`src/rtl/spi_core_if.sv`:
```
// Slot bus between the MMIO controller and the SPI master.
// The controller side drives strobes and data; the core returns rd_data.
interface spi_core_if;
  logic        cs;
  logic        read;
  logic        write;
  logic [4:0]  reg_addr;
  logic [31:0] wr_data;
  logic [31:0] rd_data;

  modport master (
    output cs, read, write, reg_addr, wr_data,
    input  rd_data
  );

  modport slave (
    input  cs, read, write, reg_addr, wr_data,
    output rd_data
  );
endinterface

```
`src/rtl/spi_core.sv`:
```
// Byte-wide full-duplex SPI master for MMIO slot 7.
// Software drives selects, divider and mode; it polls ready via rd_data.
module spi_core #(
  parameter int          SS_WIDTH = 2,
  parameter logic [15:0] DVSR_RST = 16'd199
) (
  input  logic                clk,
  input  logic                reset,
  spi_core_if.slave           bus,
  output logic                spi_sclk,
  output logic                spi_mosi,
  input  logic                spi_miso,
  output logic [SS_WIDTH-1:0] spi_ss_n
);

  typedef enum logic [1:0] {
    IDLE,
    P0,
    P1
  } state_t;

  state_t              state_q, state_d;
  logic [15:0]         c_q, c_d;
  logic [2:0]          n_q, n_d;
  logic [7:0]          sh_q, sh_d;
  logic                mi_q, mi_d;
  logic [7:0]          rx_q, rx_d;
  logic [15:0]         dw_q, dw_d;
  logic                pw_q, pw_d;
  logic                hw_q, hw_d;
  logic [SS_WIDTH-1:0] ss_q;
  logic [15:0]         dvsr_q;
  logic                cpol_q;
  logic                cpha_q;

  logic wr_en, wr_ss, wr_ctl, wr_tx, last;
  logic unused_bits;

  assign wr_en  = bus.cs & bus.write;
  assign wr_ss  = wr_en && (bus.reg_addr == 5'd1);
  assign wr_ctl = wr_en && (bus.reg_addr == 5'd2);
  assign wr_tx  = wr_en && (bus.reg_addr == 5'd3);
  assign last   = (c_q == dw_q);

  assign unused_bits = ^{bus.read, bus.wr_data};

  always_comb begin
    state_d = state_q;
    c_d     = c_q;
    n_d     = n_q;
    sh_d    = sh_q;
    mi_d    = mi_q;
    rx_d    = rx_q;
    dw_d    = dw_q;
    pw_d    = pw_q;
    hw_d    = hw_q;
    unique case (state_q)
      IDLE: begin
        if (wr_tx) begin
          sh_d    = bus.wr_data[7:0];
          dw_d    = dvsr_q;
          pw_d    = cpol_q;
          hw_d    = cpha_q;
          c_d     = '0;
          n_d     = '0;
          state_d = P0;
        end
      end
      P0: begin
        if (last) begin
          mi_d    = spi_miso;
          c_d     = '0;
          state_d = P1;
        end else begin
          c_d = c_q + 16'd1;
        end
      end
      P1: begin
        if (last) begin
          c_d  = '0;
          sh_d = {sh_q[6:0], mi_q};
          if (n_q == 3'd7) begin
            rx_d    = {sh_q[6:0], mi_q};
            state_d = IDLE;
          end else begin
            n_d     = n_q + 3'd1;
            state_d = P0;
          end
        end else begin
          c_d = c_q + 16'd1;
        end
      end
      default: state_d = IDLE;
    endcase
  end

  always_ff @(posedge clk) begin
    if (!reset) begin
      state_q <= IDLE;
      c_q     <= '0;
      n_q     <= '0;
      sh_q    <= '0;
      mi_q    <= 1'b0;
      rx_q    <= '0;
      dw_q    <= DVSR_RST;
      pw_q    <= 1'b0;
      hw_q    <= 1'b0;
      ss_q    <= '1;
      dvsr_q  <= DVSR_RST;
      cpol_q  <= 1'b0;
      cpha_q  <= 1'b0;
    end else begin
      state_q <= state_d;
      c_q     <= c_d;
      n_q     <= n_d;
      sh_q    <= sh_d;
      mi_q    <= mi_d;
      rx_q    <= rx_d;
      dw_q    <= dw_d;
      pw_q    <= pw_d;
      hw_q    <= hw_d;
      if (wr_ss)
        ss_q <= bus.wr_data[SS_WIDTH-1:0];
      if (wr_ctl) begin
        dvsr_q <= bus.wr_data[15:0];
        cpol_q <= bus.wr_data[16];
        cpha_q <= bus.wr_data[17];
      end
    end
  end

  // Idle level follows the live cpol so a mode change shows up at once.
  always_comb begin
    spi_sclk = cpol_q;
    if (state_q != IDLE)
      spi_sclk = pw_q ^ (hw_q ? (state_q == P0) : (state_q == P1));
  end

  assign spi_mosi    = (state_q != IDLE) & sh_q[7];
  assign spi_ss_n    = ss_q;
  assign bus.rd_data = {23'b0, state_q == IDLE, rx_q};

endmodule

```
`src/flat_wrapper.sv`:
```
// flat-port wrapper written by rule: the top's interface ports become plain ports
module spi_core_flat 
#(
  parameter int          SS_WIDTH = 2,
  parameter logic [15:0] DVSR_RST = 16'd199
)
  (clk, reset, spi_sclk, spi_mosi, spi_miso, spi_ss_n, bus_cs, bus_read, bus_write, bus_reg_addr, bus_wr_data, bus_rd_data);
  spi_core_if bus_i ();
  input  logic clk;
  input  logic reset;
  output logic spi_sclk;
  output logic spi_mosi;
  input  logic spi_miso;
  output logic [SS_WIDTH-1:0] spi_ss_n;
  input wire logic [$bits(bus_i.cs)-1:0] bus_cs;
  input wire logic [$bits(bus_i.read)-1:0] bus_read;
  input wire logic [$bits(bus_i.write)-1:0] bus_write;
  input wire logic [$bits(bus_i.reg_addr)-1:0] bus_reg_addr;
  input wire logic [$bits(bus_i.wr_data)-1:0] bus_wr_data;
  output wire logic [$bits(bus_i.rd_data)-1:0] bus_rd_data;
  assign bus_i.cs = bus_cs;
  assign bus_i.read = bus_read;
  assign bus_i.write = bus_write;
  assign bus_i.reg_addr = bus_reg_addr;
  assign bus_i.wr_data = bus_wr_data;
  assign bus_rd_data = bus_i.rd_data;
  spi_core #(.SS_WIDTH(SS_WIDTH), .DVSR_RST(DVSR_RST)) u_core (.clk(clk), .reset(reset), .bus(bus_i), .spi_sclk(spi_sclk), .spi_mosi(spi_mosi), .spi_miso(spi_miso), .spi_ss_n(spi_ss_n));
endmodule
```
`config.mk`:
```
export PLATFORM = sky130hd
export DESIGN_NAME = spi_core_flat
export DESIGN_NICKNAME = d
export VERILOG_FILES = /design/src/rtl/spi_core_if.sv /design/src/rtl/spi_core.sv /design/src/flat_wrapper.sv
export SDC_FILE = /design/constraint.sdc
export NUM_CORES = 1
export LEC_CHECK = 0
export CORE_ASPECT_RATIO = 0.7
export CORE_MARGIN = 1.5
export CORE_UTILIZATION = 35
export CTS_CLUSTER_SIZE = 40
export DETAILED_ROUTE_END_ITERATION = 10
export SYNTH_ARGS = -nofsm -noshare
export SYNTH_HDL_FRONTEND = slang
export SYNTH_SLANG_ARGS = --single-unit
```
`constraint.sdc`:
```
create_clock -name clk -period 2.6 [get_ports clk]
set_clock_uncertainty 0.05 [all_clocks]
set_input_delay 0.52 -clock clk [delete_from_list [all_inputs] [get_ports clk]]
set_output_delay 0.52 -clock clk [all_outputs]
set_load 0.03 [all_outputs]
```
==> Word-level counts from Yosys, hierarchy flattened <==
Index checks and enable logic that the tools add are counted.
W data, S select, Z words.
{ "totals": {"register_bits": 76} }
{ "op_classes": {"mux": 17, "addsub": 2, "bitwise_logic": 3, "n_eq_ne": 11, "reduce_logical": 15} }
{ "op_table": {"columns": ["op", "count"], "rows": [
  ["$mux W16", 2],
  ["$pmux W16 S2", 1],
  ["$add A16 B1 Y16 const B", 1],
  ["$eq A16 B16 Y1", 1],
  ["$mux W8", 2],
  ["$pmux W8 S2", 1],
  ["$eq A5 B2 Y1 const B", 2],
  ["$mux W3", 3],
  ["$reduce_and A3 Y1", 3],
  ["$mux W2", 3],
  ["$ne A2 B1 Y1 const B", 3],
  ["$pmux W2 S3", 1],
  ["$pmux W3 S2", 1],
  ["$reduce_and A2 Y1", 3],
  ["$reduce_bool A2 Y1", 3],
  ["$eq A5 B1 Y1 const B", 1],
  ["$reduce_and A4 Y1", 1],
  ["$add A3 B1 Y3 const B", 1],
  ["$eq A3 B3 Y1 const B", 1],
  ["$logic_and A1 B1 Y1", 3],
  ["$mux W1", 3],
  ["$and A1 B1 Y1", 2],
  ["$eq A2 B1 Y1 const B", 1],
  ["$eq A2 B2 Y1 const B", 1],
  ["other kinds (4)", 4]
]} }

==> Logic depth before layout (Yosys ltp) <==
Gate-level depths: netlist of the first run.
{ "logic_depth": {"ltp_word": 4, "ltp_mapped": 8, "depth_no_buf": 7} }

==> Worst setup path before layout of the first run <==
OpenSTA, ideal clock, no wires.
{ "synth_path": {"path_type": "reg2out", "start": "reg u_core.state_q[0]", "end": "out spi_sclk", "arrival_ns": 1.789, "required_ns": 2.030, "path_slack_ns": 0.241, "stages_incl_launch_ff": 7, "cell_sequence": "dfxtp_1 > inv_1 > ha_1 > clkbuf_1 > mux2i_1 > xor2_1 > o21ai_0"} }
{ "synth_between": {"elab_chain_cells": 4, "word_cells_on_any_way": 6} }
{ "synth_lines": {"columns": ["item", "line", "text"], "rows": [
  ["start: declaration", "spi_core.sv:22", "state_t state_q, state_d;"],
  ["start signal: assignment", "spi_core.sv:113", "state_q <= state_d;"],
  ["$eq A2 B2 Y1 or $eq A2 B1 Y1 (tied branches)", "spi_core.sv:136", "spi_sclk = pw_q ^ (hw_q ? (state_q == P0) : (state_q == P1));"],
  ["$mux W1", "spi_core.sv:136", null],
  ["$xor A1 B1 Y1", "spi_core.sv:136", null],
  ["$mux W1 *", "spi_core.sv:135", "if (state_q != IDLE)"],
  ["end: declaration", "flat_wrapper.sv:11", "output logic spi_sclk;"]
]} }
Every way passes the cells marked *; elsewhere a longest branch is shown, timed or not.

==> Final worst setup path of the first run <==
{ "layout_path": {"start": "reg u_core.state_q[0]", "end": "reg u_core.c_q[13]"} }
{ "layout_between": {"elab_chain_cells": 4, "word_cells_on_any_way": 8} }
{ "layout_lines": {"columns": ["item", "line", "text"], "rows": [
  ["$eq A2 B2 Y1 or $eq A2 B1 Y1 (tied branches)", "spi_core.sv:57", "unique case (state_q)"],
  ["$reduce_or A2 Y1 (no source line)", null, null],
  ["$reduce_bool A2 Y1 (no source line)", null, null],
  ["$reduce_and A2 Y1 (no source line)", null, null],
  ["end signal: assignment", "spi_core.sv:100", "c_q <= '0;"],
  ["end signal: assignment", "spi_core.sv:114", "c_q <= c_d;"],
  ["end: declaration", "spi_core.sv:23", "logic [15:0] c_q, c_d;"]
]} }
Parallel ways exist; a longest one is shown, timed or not.
A chain may end at the register's enable or synchronous reset.

==> results.rst, run 1 <==
.. list-table::
   :header-rows: 1

   * - Metric
     - Value
   * - ANT cells
     - 0
   * - DRC violation total after the first TritonRoute iteration
     - 209
   * - Uppermost signal routing layer after detailed routing
     - met4
   * - Maximum clock rate
     - 420 MHz
   * - Met2 wire length
     - 3.89 mm
   * - Post-synth design cell area
     - 0.00381 mm²
   * - Y dimension of the die
     - 90.3 µm
   * - Final Net Count
     - 556
   * - Xor-xnor portion of the synthesized cell area
     - 5.98%
   * - I/O pins
     - 79
   * - Combinational family with the most area after synthesis
     - simple AND/OR/NAND/NOR gates
   * - Detailed-route via count
     - 3,201
   * - Compound-Gate Fraction of Synth Area
     - 11.6%
   * - DRC violations left
     - 0
   * - Total global routing track utilization
     - 16.8%
   * - Vias per inst
     - 4.98
   * - Total length of routed wires
     - 9.19 mm
   * - Total grt overflow
     - 0
   * - First-pass GRT wire length
     - 15.1 mm
   * - Final Total Pwr
     - 0.00285 W
   * - Max-slew violation count
     - 0
   * - Slowest cell delay on critical path
     - 400 ps
   * - Standard cell with the maximum stage delay on the critical path
     - sky130_fd_sc_hd__o21ai_1
   * - CTS root buffer
     - sky130_fd_sc_hd__clkbuf_16
   * - Largest vdd supply drop
     - 340 µV
   * - Die span in x
     - 128 µm
   * - Count of standard-cell rows
     - 31
   * - Synthesized flop and latch total
     - 76
   * - Power Density
     - 609 mW/mm²
   * - Fraction of final layout cells with drive strength greater than 1
     - 9.39%
   * - Synth Instances
     - 457
   * - # port buffers
     - 40
   * - Slew @ Worst Pin
     - 779 ps
   * - Reg area
     - 0.00152 mm²
   * - Synth unique cells
     - 49
   * - Worst setup path category
     - reg -> reg
   * - Worst path arrival time
     - 2600 ps
   * - Sinks on Clock Net
     - 76
   * - Area growth from synthesis to layout
     - 22.8%
   * - Later-pin clock latency in the skew report
     - 340 ps
   * - Final min period
     - 2380 ps
   * - CTS clock-pin slew for the worst setup and hold paths
     - 60 ps
   * - Synth Area in Simple Gates
     - 27.5%
   * - Headroom to the max-slew limit
     - 47.3%
   * - Multi-input logic area
     - 0.00205 mm²
   * - Number of buffers on the longest clock path
     - 2
   * - Multiplexer share of the synthesized area
     - 4.21%
   * - Number of hold violations in the final report
     - 0
   * - Worst Setup Start Kind
     - flop
   * - Average detailed-routed wire length per instance
     - 14.3 µm
   * - Number of filler cells placed in the layout
     - 1,059
   * - HPWL after detailed placement
     - 6.73 mm
   * - Via count of the first global-routing pass
     - 3,049
   * - RSZ-0062 raised after global routing
     - false
   * - Asr flop ratio synth
     - 0%
   * - Number of antenna violations at the first check in global routing
     - 0
   * - Setup TNS
     - 0 ps
   * - CP Max Fanout
     - 7
   * - Share of the clock period used by the worst path
     - 91.6%
   * - Largest net degree at the start of global routing
     - 36
   * - Post-cts hold buffer count
     - 0
   * - Synth warn
     - 0
   * - Critical path capture point type
     - flop
   * - Sequential element share of the synthesized area
     - 40.0%
   * - Min Hold Slack
     - 401 ps
   * - Share of synthesized cell area in full adder, half adder and majority cells
     - 2.30%
   * - Count of maximum capacitance violations
     - 0
   * - Count of flip-flops with a built-in enable after synthesis
     - 0
   * - Total die area
     - 0.0115 mm²
   * - Total length of routed met3 wires
     - 554 µm
   * - Number of levels in the clock H-tree
     - 3
   * - Synthesized area divided by synthesized cell count
     - 8.33 µm²
   * - First-pass DRT Iterations
     - 4
   * - CTS buffer count
     - 9
   * - Leak pwr
     - 1.83 nW
   * - Critical Path, Cell by Cell
     - inv_1 > ha_1 > nand4b_1 > o21ai_1 > nand4_1 > or3_1 > a21oi_1
   * - Initial Utilization
     - 36.4%
   * - Required @ worst endpoint
     - 2820 ps
   * - CTS tree
     - yes
   * - Cell Count, Final, Fillers Out
     - 643
   * - Met1 routed wirelength after detailed routing
     - 4.63 mm
   * - Routability cong.
     - 0.864
   * - Area of the core
     - 0.0105 mm²
   * - Antenna violation net count after detailed routing
     - 0
   * - Cell total after placement
     - 627
   * - Most instantiated flip-flop cell in the synthesis netlist
     - sky130_fd_sc_hd__dfxtp_1
   * - Status
     - finished clean
   * - Class of the tightest hold or removal check
     - reg -> reg
   * - Total setup violations reported at the end of the flow
     - 0
-- power by group --
part	leakage, nW	internal [W]	switching (W)
combinational	1.06	0.0000958	0.000181
clock	0.162	0.000919	0.000475
sequential	0.613	0.00117	0.00000710
-- stage by stage --
stage          utilization [%]  setup WS, ps  area [µm²]
2_1_floorplan                -           241        3890
3_3_place_gp              41.5          66.7        4340
3_5_place_dp              41.5          46.3        4340
4_1_cts                   44.7          55.6        4680
5_1_grt                   44.6          87.2        4680
6_report                  44.6           218        4680
-- final timing paths --
| path | startpoint | to | slack [ps] | cells past startpoint |
|---|---|---|---|---|
| setup / recovery | u_core.state_q[0]$_SDFFE_PN0P_ | u_core.c_q[13]$_SDFFE_PN0P_ | 220 | 7 |
| hold / removal | u_core.dvsr_q[12]$_SDFFE_PN0P_ | u_core.dw_q[12]$_SDFFE_PN0P_ | 400 | 2 |
| setup reg to reg | u_core.state_q[0]$_SDFFE_PN0P_ | u_core.c_q[13]$_SDFFE_PN0P_ | 220 | 7 |
| hold reg to reg | u_core.dvsr_q[12]$_SDFFE_PN0P_ | u_core.dw_q[12]$_SDFFE_PN0P_ | 400 | 2 |
-- cell type report --
type                       count  share of cell area [%]
inverter                       9                   0.723
clock inverter                 3                    1.45
timing repair buffer          61                    12.1
sequential                    76                    32.5
clock buffer                  13                    5.78
multi-input combinational    349                    43.9
tap                          132                    3.53
-- cell usage after synthesis, types with 2 or more instances --
master / count / area share (%)
sky130_fd_sc_hd__a31oi_1: 5 / 0.82
sky130_fd_sc_hd__mux2i_1: 16 / 4.2
sky130_fd_sc_hd__nor2_1: 22 / 2.2
sky130_fd_sc_hd__nor2b_1: 8 / 1.3
sky130_fd_sc_hd__buf_2: 2 / 0.26
sky130_fd_sc_hd__nand4_1: 6 / 0.99
sky130_fd_sc_hd__and4_1: 3 / 0.69
sky130_fd_sc_hd__nand3b_1: 2 / 0.39
sky130_fd_sc_hd__nand2b_1: 2 / 0.33
sky130_fd_sc_hd__nand2_1: 106 / 10
sky130_fd_sc_hd__o21ai_0: 9 / 1.2
sky130_fd_sc_hd__nor4_4: 2 / 1.1
sky130_fd_sc_hd__xor2_1: 22 / 5.1
sky130_fd_sc_hd__buf_4: 26 / 5.1
sky130_fd_sc_hd__ha_1: 7 / 2.3
sky130_fd_sc_hd__inv_1: 9 / 0.89
sky130_fd_sc_hd__xnor2_1: 4 / 0.92
sky130_fd_sc_hd__a221o_1: 7 / 1.8
sky130_fd_sc_hd__or3_1: 4 / 0.66
sky130_fd_sc_hd__nand3_1: 28 / 3.7
sky130_fd_sc_hd__clkbuf_1: 15 / 1.5
sky130_fd_sc_hd__and3_1: 2 / 0.33
sky130_fd_sc_hd__nor3_1: 2 / 0.26
sky130_fd_sc_hd__a21oi_1: 37 / 4.9
sky130_fd_sc_hd__buf_6: 2 / 0.59
sky130_fd_sc_hd__and2_1: 7 / 1.2
sky130_fd_sc_hd__dfxtp_1: 76 / 40
sky130_fd_sc_hd__nor4_1: 5 / 0.82
-- registers in the layout, summed over array words and instances, names as in the netlist, 2 cells and up --
| register | count |
|---|---|
| u_core.dw_q | 16 |
| u_core.state_q | 2 |
| u_core.rx_q | 8 |
| u_core.n_q | 3 |
| u_core.dvsr_q | 16 |
| u_core.sh_q | 8 |
| u_core.c_q | 16 |
| u_core.spi_ss_n | 2 |
-- per-layer routing --
metal	track usage, %	vias up
met3	4.56	10
met1	23.7	1504
li1	-	1612
met4	6.09	0
met5	0	-
met2	24.3	75
-- cell families (layout without fill, tap and decap cells) --
group	Yosys count	after routing
mux	16	16
compound gates	68	68
other cells	1	23
fa+ha+maj	7	7
flops	76	76
buf+inv	54	86
simple gates	209	209
xor+xnor	26	26
-- worst max-delay path: cells and delay by family, from the launching register on --
family	cells	cell delay (ps)
buffers and inverters	1	100
AO/OA/AOI/OAI	2	540
flip-flops	1	350
AND/OR/NAND/NOR	3	880
adder cells (fa/ha/maj)	1	380
-- placed cells by master, fill, tap and decap left out, types with 8 or more instances in the layout --
master                            instances
sky130_fd_sc_hd__nand2_1                106
sky130_fd_sc_hd__clkdlybuf4s50_1         37
sky130_fd_sc_hd__conb_1                  23
sky130_fd_sc_hd__mux2i_1                 16
sky130_fd_sc_hd__o21ai_0                  9
sky130_fd_sc_hd__buf_4                   20
sky130_fd_sc_hd__clkbuf_16                9
sky130_fd_sc_hd__nand3_1                 28
sky130_fd_sc_hd__nor2b_1                  8
sky130_fd_sc_hd__dfxtp_1                 76
sky130_fd_sc_hd__inv_1                    9
sky130_fd_sc_hd__xor2_1                  22
sky130_fd_sc_hd__nor2_1                  22
sky130_fd_sc_hd__a21oi_1                 37
-- what timing repair did --
item | in CTS | in global routing
endpoints found under the setup margin | 2 | 2
gates resized for setup | 2 | 4
cloned | 0 | 0
pin swaps | 0 | 0
buffers inserted | 0 | 0
Power figures use the tool's default switching activity.
==> inputs of run 2 (changes only) <==
--- a/config.mk
+++ b/config.mk
@@ -10,6 +10,7 @@
 export CORE_UTILIZATION = 35
 export CTS_CLUSTER_SIZE = 40
 export DETAILED_ROUTE_END_ITERATION = 10
+export SLEW_MARGIN = 40
 export SYNTH_ARGS = -nofsm -noshare
 export SYNTH_HDL_FRONTEND = slang
 export SYNTH_SLANG_ARGS = --single-unit
==> results of run 2 <==
No change in the layout: final DEF, timing and power equal those of run 1.
